<file path="src/rtl/key_schedule_mem_pkg.sv">
// Shared AES-128 key-expansion constants, FSM encodings and the GF(2^8) doubling helper.
package key_schedule_mem_pkg;

  localparam int ROUNDS = 10;

  localparam logic [0:0] ST_IDLE = 1'b0;
  localparam logic [0:0] ST_GEN  = 1'b1;

  localparam logic [7:0] RCON_INIT  = 8'h01;
  localparam logic [7:0] XTIME_POLY = 8'h1b;

  typedef logic [127:0] block_t;
  typedef logic [31:0]  word_t;

  function automatic logic [7:0] xtime(input logic [7:0] b);
    logic [7:0] shifted;
    shifted = {b[6:0], 1'b0};
    return b[7] ? (shifted ^ XTIME_POLY) : shifted;
  endfunction

endpackage

</file>
<file path="src/rtl/aes_key_step.sv">
// One AES-128 key-expansion round: builds the next four words from the previous
// round key and the S-box output of its last word.
module aes_key_step
  import key_schedule_mem_pkg::*;
(
  input  logic [127:0] prevKey,
  input  logic [31:0]  afterSub,
  input  logic [7:0]   rcon,
  output logic [127:0] next
);

  word_t t;
  word_t n0, n1, n2, n3;

  // RotWord is applied after SubWord; the byte permutation commutes with the S-box.
  assign t  = {afterSub[23:0], afterSub[31:24]} ^ {rcon, 24'h0};
  assign n0 = prevKey[127:96] ^ t;
  assign n1 = prevKey[95:64]  ^ n0;
  assign n2 = prevKey[63:32]  ^ n1;
  assign n3 = prevKey[31:0]   ^ n2;

  assign next = {n0, n1, n2, n3};

endmodule

</file>
<file path="src/rtl/key_schedule_mem.sv">
// AES-128 round-key generator and store; expands one round key per cycle using a
// shared external S-box, then serves round keys by index.
//
// state    | meaning
// ST_IDLE  | schedule stable (or empty); waits for init, S-box not used
// ST_GEN   | writes KM[ctr] each cycle, ctr = 1..NUM_ROUNDS
module key_schedule_mem
  import key_schedule_mem_pkg::*;
#(
  parameter int NUM_ROUNDS = ROUNDS
) (
  input  logic         clk,
  input  logic         reset,
  input  logic         init,
  input  logic [127:0] key,
  input  logic [3:0]   round,
  output logic [127:0] roundKey,
  output logic [31:0]  beforeSub,
  input  logic [31:0]  afterSub,
  output logic         ready,
  output logic         keyValid
);

  logic [0:0]   state;
  logic [3:0]   ctr;
  logic [7:0]   rcon;
  logic [127:0] prev_key;
  logic [127:0] next_key;
  logic [127:0] km [0:NUM_ROUNDS];

  aes_key_step u_step (
    .prevKey  (prev_key),
    .afterSub (afterSub),
    .rcon     (rcon),
    .next     (next_key)
  );

  always_ff @(posedge clk) begin
    if (!reset) begin
      state    <= ST_IDLE;
      keyValid <= 1'b0;
      ctr      <= 4'd0;
      rcon     <= RCON_INIT;
      prev_key <= '0;
      for (int i = 0; i <= NUM_ROUNDS; i++) km[i] <= '0;
    end else begin
      case (state)
        ST_IDLE: begin
          if (init) begin
            km[0]    <= key;
            prev_key <= key;
            ctr      <= 4'd1;
            rcon     <= RCON_INIT;
            keyValid <= 1'b0;
            state    <= ST_GEN;
          end
        end
        ST_GEN: begin
          for (int i = 1; i <= NUM_ROUNDS; i++) begin
            if (ctr == 4'(i)) km[i] <= next_key;
          end
          prev_key <= next_key;
          ctr      <= ctr + 4'd1;
          rcon     <= xtime(rcon);
          if (ctr == 4'(NUM_ROUNDS)) begin
            keyValid <= 1'b1;
            state    <= ST_IDLE;
          end
        end
        default: state <= ST_IDLE;
      endcase
    end
  end

  assign ready     = (state == ST_IDLE);
  assign beforeSub = (state == ST_GEN) ? prev_key[31:0] : 32'h0;

  // Indices above the last round read as zero rather than aliasing a stored key.
  always_comb begin
    roundKey = '0;
    for (int i = 0; i <= NUM_ROUNDS; i++) begin
      if (round == 4'(i)) roundKey = km[i];
    end
  end

endmodule

</file>
<file path="config.mk">
export PLATFORM = sky130hd
export DESIGN_NAME = key_schedule_mem
export DESIGN_NICKNAME = d
export VERILOG_FILES = /design/src/rtl/key_schedule_mem_pkg.sv /design/src/rtl/aes_key_step.sv /design/src/rtl/key_schedule_mem.sv
export SDC_FILE = /design/constraint.sdc
export NUM_CORES = 2
export LEC_CHECK = 0
export BUFFER_PORTS_ARGS = -buffer_cell sky130_fd_sc_hd__buf_2
export CORE_AREA = 2 2 437 656
export DETAILED_ROUTE_END_ITERATION = 10
export DIE_AREA = 0 0 439 658
export GPL_ROUTABILITY_DRIVEN = 0
export SYNTH_ARGS = -nofsm -noshare
export SYNTH_HDL_FRONTEND = slang
export SYNTH_SLANG_ARGS = --single-unit
</file>
<file path="constraint.sdc">
create_clock -name clk -period 7.5 [get_ports clk]
set_input_delay 0.375 -clock clk [delete_from_list [all_inputs] [get_ports clk]]
set_output_delay 0.375 -clock clk [all_outputs]
set_load 0.01 [all_outputs]
</file>
==> metrics.txt <==
pwr/cell area 254 nW/um2; measured slew at the worst slew-check pin 1.48 ns; flops & latches, synth 1550; first-pass GRT wire length 400 mm; Fin Clk Skew 0.0445 ns; die area 289000 um2; r2r worst-path depth 5; CP Depth 9; Max Root-Sink Buffers 4; Via-to-Cell Ratio 5.25; layout cell share with drive strength beyond 1 11.7%; Residual DRC 0; CTS tree built; cell taking the most area after synthesis edfxtp_1; crit path launch type input port; Net Count, Synth 6462; slowest cell on the critical path a31oi_1; Worst Setup End Kind primary output; RSZ-0062 raised after global routing no; Final Power 20700 uW; Worst Path Max Fanout 117; max_slew headroom 0.727%; final setup fails 0; Port Buffers 328; ys async rst share 0%; DR pass1 iterations 6; crit path cell chain buf_6, buf_12, nor3b_4, buf_4, buf_4, a221oi_1, a2111o_1, a31oi_1, buf_2; dominant cells by area after synthesis edfxtp_1, nor2_1, dfxtp_1; height of the die 658 um; Seq/Total Area, Yosys 64.0%; crit path to roundKey[126]; Final HPWL DP 184 mm; row cnt 240; most common cell after layout, fill and taps aside edfxtp_1; Reg2Reg Capture Point km[3][123]$_SDFFCE_PN0P_; post-synth top area share 60.0%; Iteration-0 DRC Markers 6736; total CTS buffers 141; syn avg cell area 11.2 um2; Crit. Startpoint round[2]; H-Tree Depth 4; synthesized area 70500 um2; max frequency 210 MHz; Critical Path AT 4.38 ns; Lkg Pwr 0.0294 uW; largest family of logic cells by synthesized area simple AND/OR/NAND/NOR gates; CP peak stage delay 0.64 ns; vias in the first global route 51700; largest net degree at the start of global routing 173; VDD IR max 0.182 mV; starting density of the core 24.8%; area grow syn2layout 15.4%; Post-Synth XOR/XNOR Area 2.58%; antenna-violating nets left 0; Post-synth EDFFs 1408; Worst Hold Class in2reg; total clock sinks 1550; WL final 292 mm; Critical Path RT 7.12 ns; Die X 439 um; status complete, but fails checks; worst setup path category in2out; initial antenna violation count 88; Final Hold Vio Count 0; Clock Tree Root clkbuf_16; Synth Area in Simple Gates 13.9%; number of synthesis warnings 0; Most common cell on crit path buf_4; Compound-Gate Fraction of Synth Area 12.1%; Slew Limit Fails 0; commonest non-fill, non-tap cells in the layout edfxtp_1, nor2_1, nand2_1; mux share of post-synthesis cell area 3.35%; I/O Pins 329; Total GRT Usage 19.4%; crit share post-route 63.5%; Distinct cells, synth 66; R2R setup slack 3.02 ns; Placeable Area 284000 um2; Layout Nets 6609; dominant synthesized flop cell edfxtp_1; DR vias 54000; Max-Cap Viols 1; cell family contributing the most delay on the critical path buffers and inverters; GR Overflow Total 0; CP Buf/Inv Count 5; area share of fa/ha/maj cells after synthesis 0.0710%; DR WL/cell 28.3 um; minimum clock period 4.76 ns; clk_lat worst skew 0.83 ns; setup TNS 0 ns; Mapped Cells 6291; reg2reg start state$_SDFF_PN0_; clock slew at reported path FFs 0.07 ns; failing checks max-capacitance violations
through the flow:
stage	instance area (um2)	instances	setup slack (ns)	hold slack [ns]	util, %
global route	81300	10300	2.65	0.0125	28.7
finish	81400	10300	2.74	0.00959	28.7
global placement	76100	9951	2.88	0.456	26.8
floorplan	70500	6291	2.81	0.469	-
detailed placement	76100	9951	2.81	0.468	26.8
CTS	81300	10300	2.80	0.00262	28.7
metal layers:
metal | share of wire [%] | track usage [%] | routed length (um) | vias up
li1 | - | - | - | 22800
met1 | 36 | 23.2 | 105000 | 26900
met2 | 45 | 30.6 | 132000 | 3358
met3 | 9.8 | 3.96 | 28500 | 853
met4 | 8.8 | 14.3 | 25500 | 50
met5 | 0.10 | 0 | 299 | -
worst min-delay path by stage:
stage / startpoint / end / cells after the start
2_1_floorplan: prev_key[63]$_SDFFE_PN0P_ / prev_key[63]$_SDFFE_PN0P_ / 1
3_5_place_dp: keyValid$_SDFFE_PN0P_ / keyValid$_SDFFE_PN0P_ / 2
5_1_grt: key[109] / km[0][109]$_SDFFCE_PN0P_ / 2
6_report: key[90] / prev_key[90]$_SDFFE_PN0P_ / 3
3_3_place_gp: keyValid$_SDFFE_PN0P_ / keyValid$_SDFFE_PN0P_ / 2
4_1_cts: key[90] / prev_key[90]$_SDFFE_PN0P_ / 3
cells in the mapped netlist (25+ instances only):
library cell / n
xnor2_1: 74
a21oi_1: 227
dfxtp_1: 142
buf_2: 112
or2_2: 25
buf_1: 46
o221ai_1: 64
o22ai_1: 242
and2_1: 33
o21ai_0: 271
mux2i_1: 212
nor2_1: 1371
inv_1: 126
edfxtp_1: 1408
xor2_1: 56
nand2_1: 514
nor2b_1: 110
a22oi_1: 58
and3_1: 128
a211oi_1: 82
nand3_1: 76
a31oi_1: 149
clkbuf_1: 371
o21bai_1: 63
o2bb2ai_1: 35
worst register-to-register path, cell delays in order, from the launching register on:
cell and delay, ns:
dfxtp_4 0.38, inv_4 0.17, nor3_1 1.04, nand2_4 0.71, nand2_4 1.09, buf_12 0.50
cell type report:
class,count,area [um2]
well taps,3751,4690
clock inverters,54,518
multi-input cells,4058,22800
clock buffers,182,3760
diodes,21,52.6
inverters,128,487
flip-flops and latches,1550,45100
fillers,29100,202000
repair buffers,559,3870
repair_timing:
item / 4_1_cts / 5_1_grt
endpoints found under the hold margin: 169 / 0
resized for setup: 0 / 0
hold buffers: 95 / 0
setup buffers: 0 / 0
setup endpoints to repair: 0 / 0
flip-flops by register name (all words and copies together), names as in the netlist:
signal,flops
keyValid,1
ctr,4
prev_key,128
km,1408
rcon,8
state,1
report_power, final:
| group | switching [uW] | internal [uW] |
|---|---|---|
| Sequential | 227 | 9930 |
| Clock | 3280 | 3910 |
| Combinational | 2440 | 873 |
cell families (layout without fill, tap and decap cells):
group                    Yosys count  after routing
AO/OA/AOI/OAI                   1330           1330
flip-flops                      1550           1550
XOR/XNOR                         161            161
buffers and inverters            683            923
multiplexers                     232            232
other                              0             21
adder cells (fa/ha/maj)            4              4
AND/OR/NAND/NOR                 2331           2331
(Power assumes the default switching activity.)
